`config.mk`:
```
export PLATFORM = sky130hd
export DESIGN_NAME = conv_wr_ctrl
export DESIGN_NICKNAME = d
export VERILOG_FILES = /design/src/rtl/conv_pkg.sv /design/src/rtl/conv_wr_fifo.sv /design/src/rtl/conv_wr_ctrl.sv
export SDC_FILE = /design/constraint.sdc
export NUM_CORES = 1
export LEC_CHECK = 0
export ABC_AREA = 1
export CORE_MARGIN = 2
export CORE_UTILIZATION = 43
export DETAILED_ROUTE_END_ITERATION = 16
export PLACE_DENSITY = 0.73
export SYNTH_ARGS = -nofsm -noshare
export SYNTH_HDL_FRONTEND = slang
export SYNTH_SLANG_ARGS = --single-unit
```
`constraint.sdc`:
```
create_clock -name clk -period 9.13 [get_ports clk]
set_input_delay 1.826 -clock clk [delete_from_list [all_inputs] [get_ports clk]]
set_output_delay 1.826 -clock clk [all_outputs]
set_load 0.1 [all_outputs]
```
`src/rtl/conv_pkg.sv`:
```
// Shared types and helpers for the convolution write-back path.
package conv_pkg;

    localparam int ADDR_W = 28;
    localparam int BIAS_W = 6;

    typedef enum logic [1:0] {
        IDLE,
        REQ,
        WAIT_ADDR,
        WRITE
    } wr_state_t;

    // Destination of one filter word: pixel base plus per-filter offset, wrapping at 2^ADDR_W.
    function automatic logic [ADDR_W-1:0] dest_addr(
        input logic [ADDR_W-1:0] prim,
        input logic [BIAS_W-1:0] bias
    );
        return prim + ADDR_W'(bias);
    endfunction

endpackage

```
`src/rtl/conv_wr_fifo.sv`:
```
// Small first-word-fall-through FIFO buffering result words ahead of the write engine.
module conv_wr_fifo #(
    parameter int WIDTH = 32,
    parameter int DEPTH = 8
) (
    input  logic                     clk,
    input  logic                     rst_n,
    input  logic                     clr,
    input  logic                     push,
    input  logic [WIDTH-1:0]         push_data,
    input  logic                     pop,
    output logic [WIDTH-1:0]         head,
    output logic                     full,
    output logic                     empty,
    output logic [$clog2(DEPTH):0]   count
);

    localparam int PTR_W = $clog2(DEPTH);

    logic [WIDTH-1:0] mem [DEPTH];
    logic [PTR_W-1:0] wr_ptr_reg;
    logic [PTR_W-1:0] rd_ptr_reg;
    logic [PTR_W:0]   count_reg;
    logic             do_push;
    logic             do_pop;

    assign full    = (count_reg == (PTR_W+1)'(DEPTH));
    assign empty   = (count_reg == '0);
    assign count   = count_reg;
    assign head    = mem[rd_ptr_reg];
    assign do_push = push && !full;
    assign do_pop  = pop && !empty;

    // Pointer and occupancy bookkeeping; clear empties the buffer without touching storage.
    always_ff @(posedge clk or negedge rst_n) begin
        if (!rst_n) begin
            wr_ptr_reg <= '0;
            rd_ptr_reg <= '0;
            count_reg  <= '0;
        end else if (clr) begin
            wr_ptr_reg <= '0;
            rd_ptr_reg <= '0;
            count_reg  <= '0;
        end else begin
            if (do_push) wr_ptr_reg <= wr_ptr_reg + 1'b1;
            if (do_pop)  rd_ptr_reg <= rd_ptr_reg + 1'b1;
            case ({do_push, do_pop})
                2'b10:   count_reg <= count_reg + 1'b1;
                2'b01:   count_reg <= count_reg - 1'b1;
                default: count_reg <= count_reg;
            endcase
        end
    end

    // Storage write; contents need no reset since occupancy gates every read.
    always_ff @(posedge clk) begin
        if (do_push && !clr) mem[wr_ptr_reg] <= push_data;
    end

endmodule

```
`src/rtl/conv_wr_ctrl.sv`:
```
// Write-back controller: buffers result words, fetches a destination per word, writes with hold-until-ack.
module conv_wr_ctrl import conv_pkg::*; #(
    parameter int word_len     = 32,
    parameter int channel_size = 64,
    parameter int fifo_depth   = 8
) (
    input  logic                 clk,
    input  logic                 rst_n,
    input  logic                 conv_start,
    input  logic                 res_valid,
    input  logic [word_len-1:0]  res_data,
    output logic                 res_ready,
    output logic                 CwbCc_addrRq,
    input  logic [ADDR_W-1:0]    CcCwb_primAddr,
    input  logic                 CcCwb_primAddrEn,
    input  logic [BIAS_W-1:0]    CcCwb_primAddrBias,
    output logic                 mem_wr_en,
    output logic [ADDR_W-1:0]    mem_wr_addr,
    output logic [word_len-1:0]  mem_wr_data,
    input  logic                 mem_wr_ack,
    output logic                 pix_done
);

    localparam int CNT_W  = (channel_size > 1) ? $clog2(channel_size) : 1;
    localparam int FCNT_W = $clog2(fifo_depth) + 1;

    wr_state_t             state_reg;
    wr_state_t             state_next;
    logic [CNT_W-1:0]      word_cnt_reg;
    logic                  pix_done_reg;
    logic [ADDR_W-1:0]     addr_reg;
    logic [word_len-1:0]   data_reg;

    logic                  fifo_full;
    logic                  fifo_empty;
    logic [word_len-1:0]   fifo_head;
    logic [FCNT_W-1:0]     fifo_count;
    logic                  push;
    logic                  ack_take;
    logic                  last_word;

    assign push      = res_valid && !fifo_full;
    assign ack_take  = (state_reg == WRITE) && mem_wr_ack;
    assign last_word = (word_cnt_reg == CNT_W'(channel_size - 1));

    conv_wr_fifo #(
        .WIDTH (word_len),
        .DEPTH (fifo_depth)
    ) u_fifo (
        .clk       (clk),
        .rst_n     (rst_n),
        .clr       (!conv_start),
        .push      (push),
        .push_data (res_data),
        .pop       (ack_take),
        .head      (fifo_head),
        .full      (fifo_full),
        .empty     (fifo_empty),
        .count     (fifo_count)
    );

    // Next-state decode; the ack cycle looks past its own pop (and any same-cycle push) to pick REQ or IDLE.
    always_comb begin
        state_next = state_reg;
        case (state_reg)
            IDLE:      if (!fifo_empty) state_next = REQ;
            REQ:       state_next = WAIT_ADDR;
            WAIT_ADDR: if (CcCwb_primAddrEn) state_next = WRITE;
            WRITE: begin
                if (mem_wr_ack) begin
                    state_next = ((fifo_count > FCNT_W'(1)) || push) ? REQ : IDLE;
                end
            end
            default:   state_next = IDLE;
        endcase
    end

    // State register; dropping conv_start abandons whatever is in flight.
    always_ff @(posedge clk or negedge rst_n) begin
        if (!rst_n)           state_reg <= IDLE;
        else if (!conv_start) state_reg <= IDLE;
        else                  state_reg <= state_next;
    end

    // Write address/data capture, per-pixel word counting and the completion pulse.
    always_ff @(posedge clk or negedge rst_n) begin
        if (!rst_n) begin
            addr_reg     <= '0;
            data_reg     <= '0;
            word_cnt_reg <= '0;
            pix_done_reg <= 1'b0;
        end else if (!conv_start) begin
            addr_reg     <= '0;
            data_reg     <= '0;
            word_cnt_reg <= '0;
            pix_done_reg <= 1'b0;
        end else begin
            pix_done_reg <= 1'b0;
            if ((state_reg == WAIT_ADDR) && CcCwb_primAddrEn) begin
                addr_reg <= dest_addr(CcCwb_primAddr, CcCwb_primAddrBias);
                data_reg <= fifo_head;
            end
            if (ack_take) begin
                word_cnt_reg <= last_word ? '0 : word_cnt_reg + 1'b1;
                pix_done_reg <= last_word;
            end
        end
    end

    assign res_ready    = !fifo_full;
    assign CwbCc_addrRq = (state_reg == REQ);
    assign mem_wr_en    = (state_reg == WRITE);
    assign mem_wr_addr  = addr_reg;
    assign mem_wr_data  = data_reg;
    assign pix_done     = pix_done_reg;

endmodule
```
# Word-level counts from Yosys, hierarchy flattened
# Memory sizes are Yosys's and may differ from the RTL's.
# Cells that the tools add are included.
# word_totals
ff_bits	79
mem_bits_rw	256
in_bits	72
out_inout_bits	64
n_memories	1
# mem_list
name	depth	width	read_ports	rd_clocked_by_memory_dff	wr	line_no	rtl
u_fifo.mem	8	32	1	0	1	conv_wr_fifo.sv:20	logic [WIDTH-1:0] mem [DEPTH];
# classes
add_sub_neg	6
order_cmp	1
eq_ne	15
muxes	23
reduce_logical	12
# op_table
op	n
two-way mux 32 bit	2
two-way mux 28 bit	2
adder 28 x 6 -> 28 bit	1
two-way mux 6 bit	3
two-way mux 3 bit	4
two-way mux 2 bit	4
!= test 2 x 1 -> 1 bit (second input constant)	4
one-hot mux 2 bit (4 select lines)	1
one-hot mux 4 bit (2 select lines)	1
adder 3 x 1 -> 3 bit (second input constant)	2
adder 6 x 1 -> 6 bit (second input constant)	1
equality test 2 bit (second input constant)	3
equality test 6 bit (second input constant)	1
logical AND 1 bit	6
!= test 3 bit (second input constant)	2
two-way mux 1 bit	5
adder 4 x 1 -> 4 bit (second input constant)	1
equality test 2 x 1 -> 1 bit (second input constant)	2
equality test 4 bit (second input constant)	1
greater-than comparator 4 x 1 -> 1 bit (second input constant)	1
zero test 4 bit	1
two-way mux 4 bit	1
subtractor 4 x 1 -> 4 bit (second input constant)	1
!= test 3 x 1 -> 1 bit (second input constant)	1
other kinds (5)	6

# Depth between registers and ports, before layout
# Gate-level depths: netlist (run 1).
# depth
depth_word	8
ltp_mapped	11
ltp_nobuf	11

# Hierarchy
# Synthesis (run 1) repeated with hierarchy kept, for this count alone.
# unflattened
cells_unflattened	1279
area_unflattened_um2	14283.7
# modules_own_cells
module	instances	cells_each	area_each_um2	seq_area_each_um2
conv_wr_fifo	1	814	10518.8	7937.6
conv_wr_ctrl	1	465	3764.9	1726.7

# Worst setup path after synthesis (run 1)
# No wires, ideal clock.
# synth_path
path_type	input to register
start	in conv_start
end	mem u_fifo.mem[0][0] (enable)
setup_time_ns	0.421
arrival_ns	3.670
required_time_ns	8.709
slack_ns	5.039
stages	5
path_cell_list	inv_2 -> buf_2 -> nor2_1 -> nand2_1 -> nor2_1
# synth_via
elab_chain_cells	3
# synth_rtl
item	line_no	rtl
start: declaration	conv_wr_ctrl.sv:9	input logic conv_start,
logical AND 1 bit	conv_wr_fifo.sv:57	if (do_push && !clr) mem[wr_ptr_reg] <= push_data;
two-way mux 1 bit	conv_wr_fifo.sv:57	
two-way mux 1 bit (implied by the code)	conv_wr_fifo.sv:57	
end: declaration	conv_wr_fifo.sv:20	
# Every way passes these cells.

# Final worst setup path (run 1)
# layout_path
start	reg u_fifo.count_reg[0] (netlist: u_fifo.count[0])
end	out res_ready
# layout_via
elab_chain_cells	2
# layout_rtl
item	line_no	rtl
start: declaration	conv_wr_fifo.sv:23	logic [PTR_W:0] count_reg;
start signal: assignment	conv_wr_fifo.sv:48	2'b10: count_reg <= count_reg + 1'b1;
start signal: assignment	conv_wr_fifo.sv:49	2'b01: count_reg <= count_reg - 1'b1;
start signal: assignment	conv_wr_fifo.sv:50	default: count_reg <= count_reg;
equality test 4 bit	conv_wr_fifo.sv:27	assign full = (count_reg == (PTR_W+1)'(DEPTH));
zero test 1 bit	conv_wr_ctrl.sv:110	assign res_ready = !fifo_full;
end: declaration	conv_wr_ctrl.sv:12	output logic res_ready,
# Every way passes these cells.

==> key figures, run 1 <==
Clocking
  • H-tree depth: 2
  • Root Buffer: clkbuf_16
  • Worst-skew pair later-pin latency: 0.52 ns
  • Clock Pin Slew Worst Setup and Hold Paths: 0.06 ns
  • Post-CTS resize count: 0
  • TritonCTS clock tree: done
  • Hold Buf Count CTS: 0
  • Cts bufs inserted: 35
  • Setup Buffers After CTS: 0
  • Clk buf depth: 3
  • Clock sink count: 335

Floorplanning
  • Core area: 32450 µm²
  • Die W: 185.5 µm
  • DIE AREA: 34420 µm²
  • Num rows: 66
  • Initial Util: 0.4366
  • Die height: 185.5 µm
  • IO Count: 136

Timing
  • Setup ws final: 4.758 ns
  • Setup TNS Final: 0 ns
  • Minimum clock period: 4.372 ns
  • Count of final hold-check violations: 0
  • Achievable Freq: 228.7 MHz
  • RSZ-0062 raised after global routing: false
  • Final setup fails: 0
  • Skew final: 0.01504 ns
  • Final Cycle Share: 0.4788
  • Final Slew Violations: 0
  • Worst slew pin tran: 1.137 ns
  • Slew HR: 0.2402

Pwr
  • Cell leakage power: 6.426 nW
  • PwrDens: 223.7 nW/µm²
  • Max IR drop VDD: 0.0002444 V
  • Pwr Total: 3.817 mW

Drt
  • 1st-iter DRT viols: 891
  • Wl on met1: 13.94 mm
  • Final Routed Wirelength: 32.35 mm
  • Max layer used: met5
  • Via/cell ratio: 5.365
  • Met3 routed WL: 2.342 mm
  • Pre-antenna DRT Iters: 5
  • Routed WL per cell: 17.59 µm
  • Met2 WL: 15.22 mm
  • Final ANT Viol Nets: 0
  • Via count: 9867
  • Post-route DRC: 0

Synthesis
  • Seq/Total Area, Yosys: 0.6820
  • Post-Synth Adder-Cell Area: 0.01642
  • Synth cell types: 39
  • Synth Area in Simple Gates: 0.1513
  • Post-synthesis mux area share: 0
  • Netlist Area Pre-Place: 14170 µm²
  • Ys Warns: 0
  • Number of synthesized flops with an enable pin: 256
  • Synth Area in Compound Gates: 0.1053
  • Syn_area_per_cell: 11.32 µm²
  • Syn nets: 1342
  • Synth Register Bits: 335
  • Gate Count Post-Synth: 1252
  • Most used DFF post-synth: edfxtp_1
  • Post-Synth XOR/XNOR Area: 0.002472
  • Largest family of logic cells by synthesized area: simple AND/OR/NAND/NOR gates
  • FFs w/ async S/R, synth: 0.2358

Worst setup path
  • Worst-path maximum fanout: 5
  • FF-to-FF Start: u_fifo.rd_ptr_reg[0]$_DFFE_PN0P_
  • Worst path required time: 7.30 ns
  • CP peak stage delay: 1.15 ns
  • R2r setup slk: 6.25 ns
  • Setup CP Type: reg -> out
  • CP Capture Type: output pin
  • FF-to-FF path depth: 6
  • Crit path DAT: 2.55 ns
  • Worst reg2reg endpoint: mem_wr_data[31]$_DFFE_PN0P_
  • Critical Path Slowest Stage Cell: clkdlybuf4s50_1
  • Critical path, cell by cell: inv_1 > ha_1 > nand3_1 > clkdlybuf4s50_1
  • Critical path launch point type: flop

Finish
  • Layout net count: 1459
  • Max FFs per register: 256
  • Biggest register: u_fifo.mem
  • Area Growth Syn to Fin: 20.39%
  • # fillers: 2739
  • Share of layout cells above drive strength 1: 0.06734
  • Commonest cells after routing, fill and taps aside: 256 x edfxtp_1, 224 x nand2_1, 179 x nor2_1
  • Commonest non-fill, non-tap cell in the layout: edfxtp_1
  • Final design utilization: 0.5256

GRT
  • Initial antenna violation count: 2
  • Total GRT Usage: 0.1867
  • Number of global-route vias before repair: 9619
  • Largest net degree at the start of global routing: 80
  • First-pass GRT wire length: 50.31 mm
  • Overflow after GRT: 0

Min path
  • Worst hold path class: reg -> reg
  • Hold worst-path end: mem_wr_data[25]$_DFFE_PN0P_
  • Hold wc startpoint: mem_wr_data[25]$_DFFE_PN0P_
  • WHS Path Cells: 2

Place
  • Port bufs: 135
  • Dpl ws: 4.382 ns
  • Final weighted congestion in routability-driven placement: 0.8760
  • Placed wire-length estimate: 19.23 mm

Flow run
  • Max-Cap Viols: 0

Status
  • Status: finished clean
layer usage:
metal / vias to the layer above / GRT usage
li1: 4678 / -
met1: 4735 / 0.2492
met2: 385 / 0.3097
met3: 67 / 0.03013
met4: 2 / 0.06866
met5: - / 0
where the power goes:
group,switching (mW),internal [mW]
sequential,0.0338,1.70
clock,0.591,0.894
combinational,0.444,0.155
through the flow:
stage | instance area [µm²] | cells | hold slack [ns]
2_1_floorplan | 14170 | 1252 | 0.4651
3_3_place_gp | 15850 | 1774 | 0.4613
3_5_place_dp | 15850 | 1774 | 0.4648
4_1_cts | 17060 | 1838 | 0.4800
5_1_grt | 17060 | 1839 | 0.4837
6_report | 17060 | 1839 | 0.4751
critical path, delay by kind of cell (launching register included):
kind	cells	cell delay, ns
buffers and inverters	2	1.26
and+or+nand+nor	1	0.14
DFF	1	0.39
adders and majority gates	1	0.23
how the worst max path moves through the flow:
| stage | from | to | slack [ns] | cells after the start |
|---|---|---|---|---|
| finish | u_fifo.count[0]$_DFFE_PN0P_ | res_ready | 4.76 | 4 |
| global route | u_fifo.count[0]$_DFFE_PN0P_ | res_ready | 4.67 | 4 |
| CTS | u_fifo.count[0]$_DFFE_PN0P_ | res_ready | 4.73 | 4 |
| detailed placement | conv_start | u_fifo.mem[4][0]$_DFFE_PP_ | 4.38 | 5 |
| global placement | conv_start | u_fifo.mem[4][0]$_DFFE_PP_ | 4.49 | 5 |
| floorplan | conv_start | u_fifo.mem[0][0]$_DFFE_PP_ | 5.04 | 5 |
cell families after synthesis:
kind of cell / Yosys count
buf+inv: 128
fa+ha+maj: 18
simple gates: 521
xor+xnor: 4
compound gates: 246
flops: 335
synthesized netlist by cell type (3+ instances only):
| cell type | instances | area, µm² |
|---|---|---|
| edfxtp_1 | 256 | 7687 |
| nand2_1 | 224 | 840.8 |
| inv_1 | 58 | 217.7 |
| o21ai_1 | 60 | 300.3 |
| o21ai_0 | 94 | 470.5 |
| nand4_1 | 9 | 56.30 |
| dfrtp_1 | 79 | 1977 |
| buf_4 | 9 | 67.56 |
| xor2_1 | 3 | 26.28 |
| nand3_1 | 76 | 380.4 |
| nand2_2 | 7 | 43.79 |
| clkbuf_1 | 26 | 97.59 |
| inv_2 | 4 | 15.01 |
| a21oi_1 | 16 | 80.08 |
| nand3b_1 | 4 | 30.03 |
| ha_1 | 17 | 212.7 |
| nor2_1 | 188 | 705.7 |
| nor3_1 | 3 | 15.01 |
| o221ai_1 | 56 | 490.5 |
| buf_6 | 8 | 90.09 |
| buf_2 | 19 | 95.09 |
| o211ai_1 | 12 | 90.09 |
final cells by class:
cell class | count | area (µm²) | share of cell area
Sequential cell | 335 | 9669 | 0.5668
Multi-Input combinational cell | 789 | 3971 | 0.2328
Timing Repair Buffer | 143 | 1409 | 0.08259
Clock buffer | 44 | 960.9 | 0.05633
Tap cell | 442 | 553.0 | 0.03242
Clock inverter | 20 | 246.5 | 0.01445
Inverter | 65 | 246.5 | 0.01445
Antenna cell | 1 | 2.502 | 0.0001467
No activity file was read; power rests on OpenSTA's default activity.
==> run 2: changes to the inputs <==
Settings changed: PLACE_DENSITY 0.73 to 0.75.
Clock period 9.13 ns to 3.9 ns, I/O delays scaled along.
==> run 2 against run 1 <==
Against the previous run: final cell count grew 0.87%; sequential power grew 130%; die area is the same; flip-flop and latch count is the same; cell area grew 1.0%; register-to-register slack lost 4.9 ns; first-iteration DRC count shrank 6.3%; critical path depth shrank 1.
==> key figures, run 2 (same netlist as run 1, synthesis figures left out) <==
Worst setup path
  • CP Capture Type: output pin
  • Setup CP Type: reg -> out
  • Worst-path maximum fanout: 4
  • Crit path DAT: 2.34 ns
  • CP peak stage delay: 1.13 ns
  • Critical path launch point type: flop
  • Critical Path Slowest Stage Cell: clkdlybuf4s50_1
  • Worst path required time: 3.12 ns
  • Critical path, cell by cell: inv_1 > ha_1 > clkdlybuf4s50_1

Drt
  • Final Routed Wirelength: 33.99 mm
  • Via count: 10040
  • Routed WL per cell: 18.32 µm
  • Via/cell ratio: 5.414
  • Final ANT Viol Nets: 0
  • Pre-antenna DRT Iters: 5
  • 1st-iter DRT viols: 835
  • Post-route DRC: 0

Clocking
  • Hold Buf Count CTS: 0
  • Clk buf depth: 3
  • Setup Buffers After CTS: 0
  • TritonCTS clock tree: done
  • Root Buffer: clkbuf_16
  • Clock Pin Slew Worst Setup and Hold Paths: 0.06 ns
  • Cts bufs inserted: 36
  • Clock sink count: 335
  • Worst-skew pair later-pin latency: 0.52 ns
  • H-tree depth: 2
  • Post-CTS resize count: 0

Timing
  • RSZ-0062 raised after global routing: false
  • Count of final hold-check violations: 0
  • Skew final: 0.02044 ns
  • Minimum clock period: 3.125 ns
  • Setup ws final: 0.7754 ns
  • Slew HR: 0.08569
  • Final Slew Violations: 0
  • Worst slew pin tran: 1.363 ns
  • Final setup fails: 0
  • Final Cycle Share: 0.8012
  • Achievable Freq: 320.0 MHz
  • Setup TNS Final: 0 ns

GRT
  • Number of global-route vias before repair: 9937
  • Largest net degree at the start of global routing: 79
  • Total GRT Usage: 0.1966
  • Initial antenna violation count: 1
  • First-pass GRT wire length: 52.93 mm
  • Overflow after GRT: 0

Pwr
  • PwrDens: 518.6 nW/µm²
  • Max IR drop VDD: 0.0002580 V
  • Cell leakage power: 6.526 nW
  • Pwr Total: 8.935 mW

Finish
  • Multi-input logic area: 3971 µm²
  • Commonest cells after routing, fill and taps aside: 256 x edfxtp_1, 224 x nand2_1, 179 x nor2_1
  • Area Growth Syn to Fin: 21.60%
  • Layout net count: 1476
  • Max FFs per register: 256
  • Reg area: 9668 µm²
  • Share of layout cells above drive strength 1: 0.07578
  • Biggest register: u_fifo.mem
  • Commonest non-fill, non-tap cell in the layout: edfxtp_1
  • # fillers: 2720

Place
  • Port bufs: 135
  • Placed wire-length estimate: 21.30 mm
  • Final weighted congestion in routability-driven placement: 0.9312
  • Dpl ws: 0.7210 ns

Floorplanning
  • Die height: 185.5 µm
  • DIE AREA: 34420 µm²
  • Core area: 32450 µm²
  • Initial Util: 0.4366
  • Die W: 185.5 µm
  • IO Count: 136
  • Num rows: 66

Min path
  • Worst hold path class: in -> async

Status
  • Status: finished clean

Flow run
  • Max-Cap Viols: 0
[run 2: cell count changes in the layout (fill, tap and decap cells not counted), sizes merged]
cell           change
buf               +17
clkinv             -2
inv                +2
clkbuf             +1
clkdlybuf4s50      -1
clkinvlp           -1
[run 2: routing by layer]
layer  up-vias  track usage  wire (µm)
met5         -            0         13
met4         2      0.06079        771
met3        69      0.03776       2797
met2       429       0.3364      16320
met1      4837       0.2540      14090
li1       4706            -          -
[run 2: final cells by class]
| type | instances | share of cell area |
|---|---|---|
| Antenna cell | 1 | 0.0001452 |
| Clock inverter | 19 | 0.01423 |
| Multi-Input combinational cell | 789 | 0.2305 |
| Inverter | 65 | 0.01431 |
| Tap cell | 442 | 0.03210 |
| Sequential cell | 335 | 0.5611 |
| Timing Repair Buffer | 159 | 0.09222 |
| Clock buffer | 45 | 0.05541 |
[run 2: power by group]
group | internal, mW | leakage, nW | switching (mW)
logic | 0.378 | 2.54 | 1.06
registers | 3.98 | 3.40 | 0.0787
clock network | 2.08 | 0.588 | 1.36
[run 2: path summary, 6_finish.rpt]
| kind | slack, ns | from | endpoint | cells past startpoint |
|---|---|---|---|---|
| hold reg to reg | 0.48 | mem_wr_data[21]$_DFFE_PN0P_ | mem_wr_data[21]$_DFFE_PN0P_ | 2 |
| max in group asynchronous | 2.86 | rst_n | mem_wr_data[26]$_DFFE_PN0P_ | 2 |
| hold / removal | 0.28 | rst_n | mem_wr_addr[27]$_DFFE_PN0P_ | 1 |
| setup reg to reg | 1.34 | u_fifo.count[0]$_DFFE_PN0P_ | u_fifo.mem[4][5]$_DFFE_PP_ | 8 |
| setup / recovery | 0.78 | state_reg[1]$_DFFE_PN0P_ | CwbCc_addrRq | 3 |
| min in group clk | 0.48 | mem_wr_data[21]$_DFFE_PN0P_ | mem_wr_data[21]$_DFFE_PN0P_ | 2 |
[run 2: per-stage QoR]
step                instance area [µm²]  hold WS, ns  std cells  utilization
floorplan                         14170       0.4651       1252            -
global placement                  16030       0.4611       1790       0.4939
detailed placement                16030       0.4654       1790       0.4939
CTS                               17230       0.3120       1854       0.5308
global route                      17230       0.3410       1854       0.5308
finish                            17230       0.2779       1855       0.5309
[run 2: critical path, delay by kind of cell (launching register included)]
family / cells / cell delay, ns
adder cells (fa/ha/maj): 1 / 0.18
buffers and inverters: 2 / 1.25
flip-flops: 1 / 0.41
